$ cat config.mk
export PLATFORM = sky130hd
export DESIGN_NAME = ci_initiator
export DESIGN_NICKNAME = d
export VERILOG_FILES = /design/src/rtl/ci_pkg.sv /design/src/rtl/ci_initiator_counter.sv /design/src/rtl/ci_initiator.sv
export SDC_FILE = /design/constraint.sdc
export NUM_CORES = 1
export LEC_CHECK = 0
export BUFFER_PORTS_ARGS = -buffer_cell sky130_fd_sc_hd__buf_2
export CAP_MARGIN = 40
export CORE_MARGIN = 3
export CORE_UTILIZATION = 51
export DETAILED_ROUTE_END_ITERATION = 8
export PLACE_DENSITY = 0.83
export SYNTH_ARGS = -nofsm -noshare
export SYNTH_HDL_FRONTEND = slang
export SYNTH_SLANG_ARGS = --single-unit
$ cat constraint.sdc
create_clock -name clock -period 4.85 [get_ports clock]
set_clock_uncertainty 0.1 [all_clocks]
set_input_delay 0.7275 -clock clock [delete_from_list [all_inputs] [get_ports clock]]
set_output_delay 0.7275 -clock clock [all_outputs]
set_load 0.01 [all_outputs]
$ cat src/rtl/ci_pkg.sv
// Shared definitions for the custom-instruction initiator: FSM encodings and
// timeout defaults.
package ci_pkg;

  localparam int unsigned TIMEOUT_CYCLES_DEFAULT = 1024;
  localparam int unsigned CNT_WIDTH              = 16;

  typedef logic [1:0] ci_state_t;

  localparam ci_state_t ST_IDLE  = 2'd0;
  localparam ci_state_t ST_ISSUE = 2'd1;
  localparam ci_state_t ST_WAIT  = 2'd2;
  localparam ci_state_t ST_RESP  = 2'd3;

endpackage

$ cat src/rtl/ci_initiator_counter.sv
// Generic synchronous up/down counter with enable; used for the initiator's
// done timeout.
module ci_initiator_counter #(
  parameter int unsigned WIDTH     = 16,
  parameter bit          DIRECTION = 1'b1
) (
  input  logic             clock,
  input  logic             reset,
  input  logic             i_en,
  output logic [WIDTH-1:0] o_count
);

  logic [WIDTH-1:0] r_count;

  always_ff @(posedge clock) begin
    if (reset) begin
      r_count <= '0;
    end else if (i_en) begin
      r_count <= DIRECTION ? r_count + WIDTH'(1) : r_count - WIDTH'(1);
    end
  end

  assign o_count = r_count;

endmodule

$ cat src/rtl/ci_initiator.sv
// Custom-instruction bus initiator: accepts one client command, strobes it onto
// the OR-combined CI bus, waits for done (or times out) and returns the result.
module ci_initiator
  import ci_pkg::*;
#(
  parameter int unsigned TIMEOUT_CYCLES = TIMEOUT_CYCLES_DEFAULT
) (
  input  logic        clock,
  input  logic        reset,
  input  logic        reqValid,
  output logic        reqReady,
  input  logic [7:0]  reqCiN,
  input  logic [31:0] reqValueA,
  input  logic [31:0] reqValueB,
  output logic        start,
  output logic [7:0]  ciN,
  output logic [31:0] valueA,
  output logic [31:0] valueB,
  input  logic        done,
  input  logic [31:0] result,
  output logic        respValid,
  input  logic        respReady,
  output logic [31:0] respResult,
  output logic        respTimeout
);

  localparam logic [CNT_WIDTH-1:0] LP_LAST_COUNT = CNT_WIDTH'(TIMEOUT_CYCLES - 1);

  ci_state_t             r_state;
  ci_state_t             w_state_next;
  logic [7:0]            r_ci_n;
  logic [31:0]           r_value_a;
  logic [31:0]           r_value_b;
  logic [31:0]           r_resp_result;
  logic                  r_resp_timeout;
  logic                  w_accept;
  logic                  w_active;
  logic                  w_timeout;
  logic                  w_cnt_reset;
  logic                  w_cnt_en;
  logic [CNT_WIDTH-1:0]  w_count;

  assign w_accept  = (r_state == ST_IDLE) && reqValid;
  assign w_active  = (r_state == ST_ISSUE) || (r_state == ST_WAIT);
  // done on the last counted cycle takes priority over the abort
  assign w_timeout = w_active && !done && (w_count == LP_LAST_COUNT);

  assign w_cnt_reset = reset || w_accept;
  assign w_cnt_en    = w_active && !done;

  ci_initiator_counter #(
    .WIDTH     (CNT_WIDTH),
    .DIRECTION (1'b1)
  ) u_timeout_cnt (
    .clock   (clock),
    .reset   (w_cnt_reset),
    .i_en    (w_cnt_en),
    .o_count (w_count)
  );

  always_comb begin
    w_state_next = r_state;
    case (r_state)
      ST_IDLE:  if (reqValid) w_state_next = ST_ISSUE;
      ST_ISSUE,
      ST_WAIT:  begin
        if (done || w_timeout) w_state_next = ST_RESP;
        else                   w_state_next = ST_WAIT;
      end
      ST_RESP:  if (respReady) w_state_next = ST_IDLE;
      default:  w_state_next = ST_IDLE;
    endcase
  end

  always_ff @(posedge clock) begin
    if (reset) begin
      r_state        <= ST_IDLE;
      r_ci_n         <= '0;
      r_value_a      <= '0;
      r_value_b      <= '0;
      r_resp_result  <= '0;
      r_resp_timeout <= 1'b0;
    end else begin
      r_state <= w_state_next;
      if (w_accept) begin
        r_ci_n    <= reqCiN;
        r_value_a <= reqValueA;
        r_value_b <= reqValueB;
      end
      if (w_active && done) begin
        r_resp_result  <= result;
        r_resp_timeout <= 1'b0;
      end else if (w_timeout) begin
        r_resp_result  <= '0;
        r_resp_timeout <= 1'b1;
      end
    end
  end

  // Bus outputs are forced to zero when idle so they never pollute the OR bus
  assign reqReady    = (r_state == ST_IDLE);
  assign start       = (r_state == ST_ISSUE);
  assign ciN         = w_active ? r_ci_n    : '0;
  assign valueA      = w_active ? r_value_a : '0;
  assign valueB      = w_active ? r_value_b : '0;
  assign respValid   = (r_state == ST_RESP);
  assign respResult  = r_resp_result;
  assign respTimeout = r_resp_timeout;

endmodule

==> results.py <==
metrics = {
    "run_status": {
        "status": "finished clean",
    },
    "timing": {
        "period_share_pct": 68.3,
        "period_needed_ps": 3310,
        "fmax_ghz": 0.302,
        "setup_ws_ps": 1540,
        "tns_ps": 0,
        "max_slew_margin_pct": 42.5,
        "setup_viol": 0,
        "worst_slew_pin_slew_ps": 850,
        "hold_viol": 0,
        "rsz0062_at_grt": "false",
        "finalMaxSlewViolations": 0,
        "whs_ps": 338,
    },
    "clock_tree": {
        "cts_setup_buffers": 0,
        "clock_sink_count": 123,
        "clk_pin_slew_ps": 60,
        "numCtsBuffers": 17,
        "clockBufferDepth": 2,
        "htreeDepth": 4,
        "cts.repair.resized": 0,
        "cts_tree": "done",
        "clkLatencyLatePin_ps": 500,
        "cts_hold_buffers": 0,
        "root_buffer": "clkbuf_8",
    },
    "route": {
        "drt_pass1_iterations": 4,
        "avgViaCountPerCell": 5.10,
        "ant_nets": 0,
        "route.vias.total": 4696,
        "drc": 0,
        "drt_iter0_drc": 286,
        "post_drt_wl_per_cell_um": 14.1,
        "finalWirelength_um": 13000,
    },
    "hold_path": {
        "hp-start": "result[29]",
        "hold_path_depth": 2,
        "holdPathEnd": "respResult[29]$_SDFFE_PP0P_",
        "hold_class": "in -> reg",
    },
    "floorplanning": {
        "ioPinCount": 217,
        "rows": 35,
        "die-area_mm2": 0.0109,
        "dieWidth_um": 104,
        "die_y_um": 104,
        "start_util_pct": 52.8,
        "core_area_mm2": 0.00933,
    },
    "worst_setup_path": {
        "crit_type": "reg -> out",
        "rrSetupSlack_ps": 1920,
        "cp.arrival_ps": 2490,
        "r2r_cells": 7,
        "required_ps": 4020,
        "r2r-start": "r_state[0]$_SDFFE_PP0P_",
        "timing.rr.end": "respResult[2]$_SDFFE_PP0P_",
        "cp_max_fo": 54,
        "crit_path_end_kind": "primary output",
        "cp-start-kind": "register",
    },
    "placement": {
        "dp_slack_ps": 1980,
        "place.gp.congestion": 0.824,
        "portBuffers": 216,
        "place_inst": 889,
        "dp_hpwl_um": 8900,
    },
    "synthesis": {
        "synth_top_area_share_pct": 50.0,
        "syn-num-nets": 693,
        "yosys-top-cells-area": "dfxtp_1, nand2_1, and2_1, a21oi_1, a22o_2",
        "synth_compound_area_share_pct": 16.0,
        "yosys.area_share.simple_pct": 26.3,
        "seq_area_frac_synth_pct": 50.0,
        "synthMuxAreaShare_pct": 0.203,
        "syn_inst": 580,
        "synth-seq-cells": 123,
        "synthFlopType": "dfxtp_1",
        "synth_cell_types": 40,
        "synth.avg_cell_area_um2": 8.49,
        "synthXorXnorAreaFrac_pct": 1.78,
        "synth_top_family_by_area": "simple AND/OR/NAND/NOR gates",
        "yosysTopAreaCell": "dfxtp_1",
        "synth-edff-count": 0,
        "netlist_area_mm2": 0.00492,
        "synthAdderAreaFrac_pct": 1.02,
        "yosysWarnings": 0,
        "async_flop_share_pct": 0,
    },
    "grt": {
        "overflow": 0,
        "grtUsageTotal_pct": 23.6,
        "grt_max_degree": 74,
        "grt_first_pass_wirelength_um": 21100,
        "antenna_found_initial": 0,
        "grt_pass1_vias": 4528,
    },
    "job": {
        "drv_cap": 0,
    },
    "power": {
        "pwr-share-comb_pct": 26.6,
        "p_leak_nw": 3.12,
        "netSwitchingPower_mw": 1.12,
        "clkPwrFrac_pct": 36.1,
        "total_power_mw": 3.49,
        "ir_drop_mv": 0.317,
        "p_int_mw": 2.36,
        "p_sw_share_pct": 32.3,
        "power.density_mw_per_mm2": 527,
        "pwr-share-seq_pct": 37.3,
    },
    "final_layout": {
        "final_nets": 892,
        "nFillCells": 731,
        "regArea_mm2": 0.00246,
        "drive_above_1_share_pct": 37.3,
        "fin_cells": 920,
        "antenna_cells": 0,
        "area_delta_synth_final_pct": 34.3,
        "multiInputGateArea_mm2": 0.00224,
    },
}
## cell usage after synthesis (3+ instances only)
cell type,n
xor2_1,5
dfxtp_1,123
a21oi_1,80
buf_6,5
nand3_1,5
a22o_2,31
inv_1,6
and2_1,74
xnor2_1,5
ha_1,4
nor2_1,19
buf_1,3
clkbuf_1,32
nand2_1,156
## per-stage QoR
step	instance area, um^2	utilization, %
after floorplan	4920	-
after global placement	6000	64.4
after detailed placement	6020	64.5
after CTS	6610	70.9
after global routing	6610	70.9
final	6610	70.9
## logic make-up after synthesis
family	count (synthesis)
adders and majority gates	4
buffers and inverters	48
DFF	123
and+or+nand+nor	273
AOI/OAI and AO/OA	121
muxes	1
xor gates and xnor gates	10
## sequential cells by signal, summed over array words and instances (netlist names)
register               count
r_state                    2
r_value_a                 32
r_value_b                 32
u_timeout_cnt.o_count     16
respTimeout                1
r_ci_n                     8
respResult                32
## metal layers
metal  global-route usage, %  vias to the layer above  routed length [um]
li1                        -                     2306                   -
met2                    40.2                      165                6570
met4                    8.17                        0                 108
met1                    27.5                     2215                5350
met3                    8.50                       10                 937
met5                       0                        -                   0
## layout by cell type (no fill, tap or decap), types with 2 or more instances in the layout
master      Yosys  routed
nand3_1         5       5
a21oi_1        80      80
or3_1           2       2
bufinv_16       0       3
nand2_1       156     155
nor3_1          2       2
and2_1         74      73
xnor2_1         5       5
xor2_1          5       5
inv_1           6       6
nor2_1         19      18
clkbuf_16       0      16
ha_1            4       4
buf_4           0       5
clkinvlp_4      0       3
o21ai_0         2       2
inv_6           0       3
nor4_1          2       2
a31o_2          2       2
a22o_2         31      31
clkinv_2        0       2
buf_2           0     216
clkbuf_8        1       2
dfxtp_1       123     123
clkinv_4        0       2
nand2b_1        2       2
## worst max-delay path by stage
stage	from	end	slack [ps]	cells after the start
6_report	r_state[0]$_SDFFE_PP0P_	ciN[5]	1540	5
5_1_grt	r_state[1]$_SDFFE_PP0P_	valueB[0]	1290	5
4_1_cts	r_state[0]$_SDFFE_PP0P_	valueA[8]	1500	5
3_5_place_dp	r_state[0]$_SDFFE_PP0P_	respResult[2]$_SDFFE_PP0P_	1980	7
3_3_place_gp	reset	respResult[12]$_SDFFE_PP0P_	2070	4
2_1_floorplan	r_state[0]$_SDFFE_PP0P_	ciN[0]	2640	5
## worst max-delay path: stages, from the launching register on
cell and delay (ps):
dfxtp_1 390, inv_1 60, ha_1 690, buf_4 500, and2_1 200, buf_2 130
## final cells by class
cell class / instances / share of cell area, %
flip-flops and latches: 123 / 37.2
multi-input cells: 409 / 33.9
repair buffers: 222 / 17.1
clock buffers: 18 / 6.47
clock inverters: 13 / 2.52
well taps: 129 / 2.44
inverters: 6 / 0.341
## power by group through the flow
stage	combinational [mW]	sequential (mW)	clock (mW)
CTS	0.936	1.30	1.28
floorplan	0.590	1.33	0
global placement	0.901	1.31	0
global route	1.03	1.32	1.33
finish	0.927	1.30	1.26
detailed placement	0.931	1.32	0
(Power assumes the default switching activity.)
